[src/rtl/event_reporter_if.sv]
// Byte handshake between the event queue and its consumer.
// The queue drives valid/data; the consumer drives ready.
interface event_reporter_if;
  logic       byte_valid;
  logic [7:0] byte_data;
  logic       byte_ready;

  modport master (
    output byte_valid,
    output byte_data,
    input  byte_ready
  );

  modport slave (
    input  byte_valid,
    input  byte_data,
    output byte_ready
  );
endinterface

[src/rtl/event_reporter.sv]
// Debounces glass/shout flags, applies per-type re-arm,
// and queues tagged one-byte event records.
module event_reporter #(
  parameter int HOLD_FRAMES  = 4,
  parameter int REARM_CYCLES = 1024,
  parameter int FIFO_DEPTH   = 8,
  parameter int DIR_WIDTH    = 4,
  localparam int PW = $clog2(FIFO_DEPTH)
) (
  input  logic                 clk,
  input  logic                 reset,
  input  logic                 frame_tick,
  input  logic                 glass,
  input  logic                 shout,
  input  logic                 dir_valid,
  input  logic [DIR_WIDTH-1:0] dir_pattern,
  input  logic                 clear_overflow,
  output logic [PW:0]          pending,
  output logic                 overflow,
  event_reporter_if.master     bus
);

  localparam logic [3:0]  HOLD  = 4'(HOLD_FRAMES);
  localparam logic [15:0] REARM = 16'(REARM_CYCLES);
  localparam logic [PW:0] DEPTH = (PW+1)'(FIFO_DEPTH);

  logic [1:0] w_flag;
  logic [1:0] w_qual;

  assign w_flag = {shout, glass};

  // Bit 0 is glass, bit 1 is shout; the pair doubles as the record type.
  for (genvar g = 0; g < 2; g++) begin : g_type
    logic [3:0]  r_cnt;
    logic [15:0] r_tmr;

    assign w_qual[g] = frame_tick && w_flag[g] &&
                       (r_cnt == HOLD - 4'd1) &&
                       (r_tmr == 16'd0);

    always_ff @(posedge clk) begin
      if (reset) begin
        r_cnt <= '0;
        r_tmr <= '0;
      end else begin
        if (frame_tick) begin
          if (!w_flag[g])
            r_cnt <= '0;
          else if (r_cnt != HOLD)
            r_cnt <= r_cnt + 4'd1;
        end
        if (w_qual[g])
          r_tmr <= REARM;
        else if (r_tmr != 16'd0)
          r_tmr <= r_tmr - 16'd1;
      end
    end
  end

  logic [DIR_WIDTH-1:0] r_dir;
  logic [1:0]           r_seq;
  logic [7:0]           r_mem [FIFO_DEPTH];
  logic [PW-1:0]        r_wr;
  logic [PW-1:0]        r_rd;
  logic [PW:0]          r_count;
  logic                 r_ovf;

  logic       w_valid;
  logic       w_push;
  logic       w_pop;
  logic       w_full;
  logic       w_accept;
  logic       w_drop;
  logic [7:0] w_rec;

  assign w_valid  = (r_count != '0);
  assign w_full   = (r_count == DEPTH);
  assign w_push   = |w_qual;
  assign w_pop    = w_valid && bus.byte_ready;
  assign w_accept = w_push && (!w_full || w_pop);
  assign w_drop   = w_push && w_full && !w_pop;
  assign w_rec    = {w_qual[1], w_qual[0], r_seq, r_dir};

  always_ff @(posedge clk) begin
    if (reset)
      r_dir <= '0;
    else if (dir_valid)
      r_dir <= dir_pattern;
  end

  always_ff @(posedge clk) begin
    if (w_accept)
      r_mem[r_wr] <= w_rec;
  end

  always_ff @(posedge clk) begin
    if (reset) begin
      r_wr    <= '0;
      r_rd    <= '0;
      r_count <= '0;
      r_seq   <= '0;
    end else begin
      if (w_accept) begin
        r_wr  <= r_wr + 1'b1;
        r_seq <= r_seq + 2'd1;
      end
      if (w_pop)
        r_rd <= r_rd + 1'b1;
      if (w_accept && !w_pop)
        r_count <= r_count + 1'b1;
      else if (!w_accept && w_pop)
        r_count <= r_count - 1'b1;
    end
  end

  // A drop on the same cycle as a clear must still be reported.
  always_ff @(posedge clk) begin
    if (reset)
      r_ovf <= 1'b0;
    else if (w_drop)
      r_ovf <= 1'b1;
    else if (clear_overflow)
      r_ovf <= 1'b0;
  end

  assign bus.byte_valid = w_valid;
  assign bus.byte_data  = w_valid ? r_mem[r_rd] : 8'h00;
  assign pending        = r_count;
  assign overflow       = r_ovf;

endmodule

[src/flat_wrapper.sv]
// flat-port wrapper written by rule: the top's interface ports become plain ports
module event_reporter_flat 
#(
  parameter int HOLD_FRAMES  = 4,
  parameter int REARM_CYCLES = 1024,
  parameter int FIFO_DEPTH   = 8,
  parameter int DIR_WIDTH    = 4,
  localparam int PW = $clog2(FIFO_DEPTH)
)
  (clk, reset, frame_tick, glass, shout, dir_valid, dir_pattern, clear_overflow, pending, overflow, bus_byte_valid, bus_byte_data, bus_byte_ready);
  event_reporter_if bus_i ();
  input  logic clk;
  input  logic reset;
  input  logic frame_tick;
  input  logic glass;
  input  logic shout;
  input  logic dir_valid;
  input  logic [DIR_WIDTH-1:0] dir_pattern;
  input  logic clear_overflow;
  output logic [PW:0] pending;
  output logic overflow;
  output wire logic [$bits(bus_i.byte_valid)-1:0] bus_byte_valid;
  output wire logic [$bits(bus_i.byte_data)-1:0] bus_byte_data;
  input wire logic [$bits(bus_i.byte_ready)-1:0] bus_byte_ready;
  assign bus_byte_valid = bus_i.byte_valid;
  assign bus_byte_data = bus_i.byte_data;
  assign bus_i.byte_ready = bus_byte_ready;
  event_reporter #(.HOLD_FRAMES(HOLD_FRAMES), .REARM_CYCLES(REARM_CYCLES), .FIFO_DEPTH(FIFO_DEPTH), .DIR_WIDTH(DIR_WIDTH)) u_core (.clk(clk), .reset(reset), .frame_tick(frame_tick), .glass(glass), .shout(shout), .dir_valid(dir_valid), .dir_pattern(dir_pattern), .clear_overflow(clear_overflow), .pending(pending), .overflow(overflow), .bus(bus_i));
endmodule
[config.mk]
export PLATFORM = sky130hd
export DESIGN_NAME = event_reporter_flat
export DESIGN_NICKNAME = d
export VERILOG_FILES = /design/src/rtl/event_reporter_if.sv /design/src/rtl/event_reporter.sv /design/src/flat_wrapper.sv
export SDC_FILE = /design/constraint.sdc
export NUM_CORES = 1
export LEC_CHECK = 0
export BUFFER_PORTS_ARGS = -buffer_cell sky130_fd_sc_hd__buf_2
export CAP_MARGIN = 10
export CORE_UTILIZATION = 47
export CTS_CLUSTER_SIZE = 24
export DETAILED_ROUTE_END_ITERATION = 8
export SETUP_SLACK_MARGIN = 0.2
export SLEW_MARGIN = 0
export SYNTH_ARGS = -nofsm -noshare
export SYNTH_HDL_FRONTEND = slang
export SYNTH_SLANG_ARGS = --single-unit
[constraint.sdc]
create_clock -name clk -period 9 [get_ports clk]
set_input_delay 0.9 -clock clk [delete_from_list [all_inputs] [get_ports clk]]
set_output_delay 0.9 -clock clk [all_outputs]
set_load 0.005 [all_outputs]
# Word level (Yosys, flattened, before mapping)
# Memories as Yosys holds them, arrays and structs flattened. A register that Yosys moved wholly into a read port is not among the register bits.
# Index checks and enable logic that the tools add are counted.
totals:
  wordCells: 76
  ff_bits: 57
  mem_bits_rw: 64
  n_memories: 1
  input_bits: 12
  output_inout_bits: 14
classes:
  reduce_logical: 30
  eq_ne: 7
  addsub: 9
  n_mux: 17
memory_table:
  columns: ["name", "depth", "word_bits", "read_ports", "rd_clocked_by_memory_dff", "write_ports", "line", "rtl"]
  rows:
  - ["u_core.r_mem", 8, 8, 1, 1, 1, "event_reporter.sv:62", "logic [7:0] r_mem [FIFO_DEPTH];"]
op_table:
  columns: ["op", "n"]
  rows:
  - ["$mux W11", 4]
  - ["$logic_not A16 Y1", 2]
  - ["$reduce_bool A16 Y1", 2]
  - ["$sub A16 B1 Y16 const B", 2]
  - ["$mux W4", 6]
  - ["$add A4 B1 Y4 const B", 3]
  - ["$logic_and A1 B1 Y1", 12]
  - ["$eq A4 B2 Y1 const B", 2]
  - ["$mux W8", 1]
  - ["$ne A4 B3 Y1 const B", 2]
  - ["$reduce_bool A2 Y1", 4]
  - ["$add A3 B1 Y3 const B", 2]
  - ["$mux W3", 2]
  - ["$reduce_or A2 Y1", 3]
  - ["$eq A4 B4 Y1 const B", 1]
  - ["$mux W1", 4]
  - ["$ne A2 B1 Y1 const B", 2]
  - ["$reduce_and A2 Y1", 2]
  - ["$reduce_bool A4 Y1", 1]
  - ["$sub A4 B1 Y4 const B", 1]
  - ["$logic_not A1 Y1", 3]
  - ["$add A2 B1 Y2 const B", 1]
  - ["$logic_or A1 B1 Y1", 1]

# Longest topological paths before layout
depth:
  depth_word: 9
  ltp_mapped: 15

# Worst setup path before layout
# Ideal clock, no wire load.
synth_path:
  kind: "register -> register"
  startpoint: "register u_core.g_type[1].r_tmr[0]"
  endpoint: "register u_core.r_count[3], in the netlist u_core.pending[3]"
  required_ps: 8929
  setup_time_ps: 71
  slack_ps: 5820
  stages_incl_launch_ff: 15
  path_buffers: 0
  t_arrival_ps: 3109
  cell_sequence: "dfxtp_1 > inv_1 > ha_1 > or3b_2 > nor4_4 > a32oi_2 > inv_2 > ha_1 > inv_1 > ha_1 > a21o_1 > a21oi_1 > xnor2_1 > or3_1 > a21oi_1"
synth_via:
  elab_chain_cells: 7
  word_cells_on_any_way: 9
  cone_classes: "mux: 1; reduce/logical: 8"
synth_lines:
  columns: ["item", "line", "rtl"]
  rows:
  - ["start: declaration", "event_reporter.sv:35", "logic [15:0] r_tmr;"]
  - ["start signal: assignment", "event_reporter.sv:55", "r_tmr <= r_tmr - 16'd1;"]
  - ["$logic_not A16 Y1 *", "event_reporter.sv:39", "(r_tmr == 16'd0);"]
  - ["$logic_and A1 B1 Y1 *", "event_reporter.sv:38", "(r_cnt == HOLD - 4'd1) &&"]
  - ["$reduce_or A2 Y1 *", "event_reporter.sv:78", "assign w_push = |w_qual;"]
  - ["$logic_and A1 B1 Y1 *", "event_reporter.sv:80", "assign w_accept = w_push && (!w_full || w_pop);"]
  - ["named net u_core.w_accept", "event_reporter.sv:72", "logic w_accept;"]
  - ["$logic_not A1 Y1", "event_reporter.sv:111", "else if (!w_accept && w_pop)"]
  - ["$logic_and A1 B1 Y1", "event_reporter.sv:111", null]
  - ["$reduce_bool A2 Y1 (no source line)", null, null]
  - ["end signal: assignment", "event_reporter.sv:110", "r_count <= r_count + 1'b1;"]
  - ["end signal: assignment", "event_reporter.sv:112", "r_count <= r_count - 1'b1;"]
  - ["end: declaration", "event_reporter.sv:65", "logic [PW:0] r_count;"]
# The timed path passes the listed nets; every way through them passes the cells marked *.
# A chain may end at the register's enable or synchronous reset.

# Final worst setup path
# Same ends and word-level chain as after synthesis.

==> run metrics <==
chip width 108 um; Flop pwr share 35.4%; crit share post-route 39.0%; Initial DRC Count 119; number of synthesized register bits 124; most used routing layer met2; syn nets 460; clock sink total 124; top-area cell type share of the netlist area 36.1%; Comb pwr share 32.5%; Setup CP Type reg -> reg; sequential element share of the synthesized area 58.6%; CP startpoint u_core.g_type[1].r_tmr[0]; switching share of total power 32.3%; worst hold start u_core.overflow; DP Worst Slack 5.49 ns; status finished clean; worst slew pin tran 1.05 ns; Int Power 1.46 mW; PwrDens 348 nW/um^2; Synth area leader edfxtp_1; CTS tree yes; Die Ht 108 um; CTS Buffer Depth 2; Fin Setup TNS 0 ns; drt total wl 9820 um; Fin. Hold Viols 0; Routed Antenna Nets 0; Pre-antenna DRT Iters 4; synth cell count leaders nor2_1 (69), edfxtp_1 (64), dfxtp_1 (60); post-synthesis cell count 434; Sw Pwr 698 uW; Rows 38; largest net degree at the start of global routing 28; R2R setup slack 5.49 ns; Via density 5.39; Hold WC Path Type reg -> reg; Worst-path clk slew 0.05 ns; Max Clk Rate 285 MHz; M1 GR Usage 23.1%; placed inst area 5600 um^2; global-route wire length before repair 15800 um; Setup-failing EPs final 0; Post-synth ARST share 0%; grt met2 use 29.3%; most instantiated library cell after synthesis nor2_1; TritonCTS buffer count 17; worst skew pair latency 0.41 ns; Core Box Area 10900 um^2; antenna violations before repair 0; Worst VDD drop 0.170 mV; number of flops mapped to enable cells by yosys 64; GPL Wtd Cong 0.788; hold buffer count at CTS 0; max-slew violation count 0; crit path DAT 3.84 ns; IO Pins 26; count of cell types in the netlist 48; Area growth syn-to-layout 16.3%; grt met3 use 4.76%; clock root cell clkbuf_16; total global routing overflow 0; YS warnings 0; CP max FO 6; reg2reg start u_core.g_type[1].r_tmr[0]; max_cap viols 0; clock share of power 32.0%; via count 3335; Port-buffer cells 25; startpoint class of the critical path flop; post-CTS setup buffers 0; crit path capture type flop; Netlist Area Pre-Place 5330 um^2; Hold WS 0.466 ns; Total Routing Usage GR 18.1%; RSZ-0062 raised after global routing false; final net count 493; Post-Layout Inst Area 6200 um^2; Leakage 2.19 nW; Req. time, crit path 9.34 ns; fraction of layout cells with a size suffix above 1 19.0%; Final HPWL DP 6550 um; die area 11800 um^2; crit path time final 3.51 ns; Total Power Consumption 2.16 mW; final worst slack 5.49 ns; Initial Utilization 48.7%; # diodes 0; Final Skew 0.00775 ns; Worst slew margin 29.4%; syn avg cell area 12.3 um^2; # DRC 0; ys flop type edfxtp_1; largest cells by area after synthesis edfxtp_1 (36%), dfxtp_1 (23%), mux4_2 (6.8%), nor2_1 (4.9%), xnor2_1 (4.1%); CTS resizes 0; H-tree depth 4; Routed wire per std cell 15.9 um; vias in the first global route 3220
-- flip-flops by register name, indices dropped and copies added (netlist names), named ones only --
name,count
u_core.pending,4
u_core.r_dir,4
u_core.g_type.r_cnt,8
u_core.r_wr,3
u_core.overflow,1
u_core.r_seq,2
u_core.g_type.r_tmr,32
u_core.r_mem,64
u_core.r_rd,3
-- layer usage --
layer / up-vias / share of wire [%]
met4: 0 / 1.7
met2: 69 / 48
met1: 1601 / 46
met5: - / 0
li1: 1651 / -
met3: 14 / 4.1
-- cell usage in the layout, fill, tap and decap left out, types with 3 or more instances in the layout --
cell       count
clkinv_2       5
inv_1         17
nor4_2         3
a21o_1         3
o21ai_0        7
bufinv_16      4
or2_2          3
a21oi_1       16
xor2_1         8
nand3_1        5
nor2_1        69
mux2i_1       14
nor4_1        11
ha_1          13
clkbuf_16     17
nor3_1        15
nor3b_1        3
buf_4          3
mux4_2        16
or4_2          3
edfxtp_1      64
nand2b_1       7
dfxtp_1       60
or4_1          3
xnor2_1       25
a211oi_1       7
or3_1          6
buf_2         25
nand2_1       15
-- cell families after synthesis --
| logic type | share of synthesized area [%] |
|---|---|
| flops | 58.6 |
| compound gates | 4.84 |
| fa+ha+maj | 3.43 |
| buf+inv | 2.32 |
| xor+xnor | 5.42 |
| mux | 9.60 |
| simple gates | 15.8 |
-- area by class of cell --
class                           count  area (um^2)
Fill cell                         926         4740
Timing Repair Buffer               28          148
Inverter                           18         67.6
Sequential cell                   124         3120
Clock buffer                       17          425
Tap cell                          140          175
Multi-Input combinational cell    278         2080
Clock inverter                     14          178
-- per-stage QoR --
stage	cells	utilization, %
after global routing	619	56.7
after floorplan	434	-
after CTS	619	56.7
after detailed placement	588	51.2
after global placement	588	51.2
final	619	56.7
-- final timing paths --
path              depth (start not counted)           endpoint
setup / recovery                         14  u_core.pending[3]
hold / removal                            2    u_core.overflow
setup reg to reg                         14  u_core.pending[3]
hold reg to reg                           2    u_core.overflow
-- worst max-delay path, cell delays in order, from the launching register on --
cell and delay (ns):
dfxtp_1 0.32, inv_1 0.11, ha_1 0.15, or3b_2 0.51
nor4_4 0.47, a32oi_2 0.26, inv_2 0.16, ha_1 0.20
inv_1 0.09, ha_1 0.29, a21o_1 0.18, a21oi_1 0.17
xnor2_1 0.09, or3_1 0.30, a21oi_1 0.14
-- power by group through the flow --
| stage | combinational (mW) | sequential [mW] | clock [mW] |
|---|---|---|---|
| final | 0.702 | 0.764 | 0.691 |
| after global routing | 0.787 | 0.777 | 0.724 |
| after CTS | 0.711 | 0.764 | 0.700 |
| after detailed placement | 0.702 | 0.774 | 0 |
| after global placement | 0.694 | 0.770 | 0 |
| after floorplan | 0.556 | 0.748 | 0 |
No activity file was read; power rests on OpenSTA's default activity.
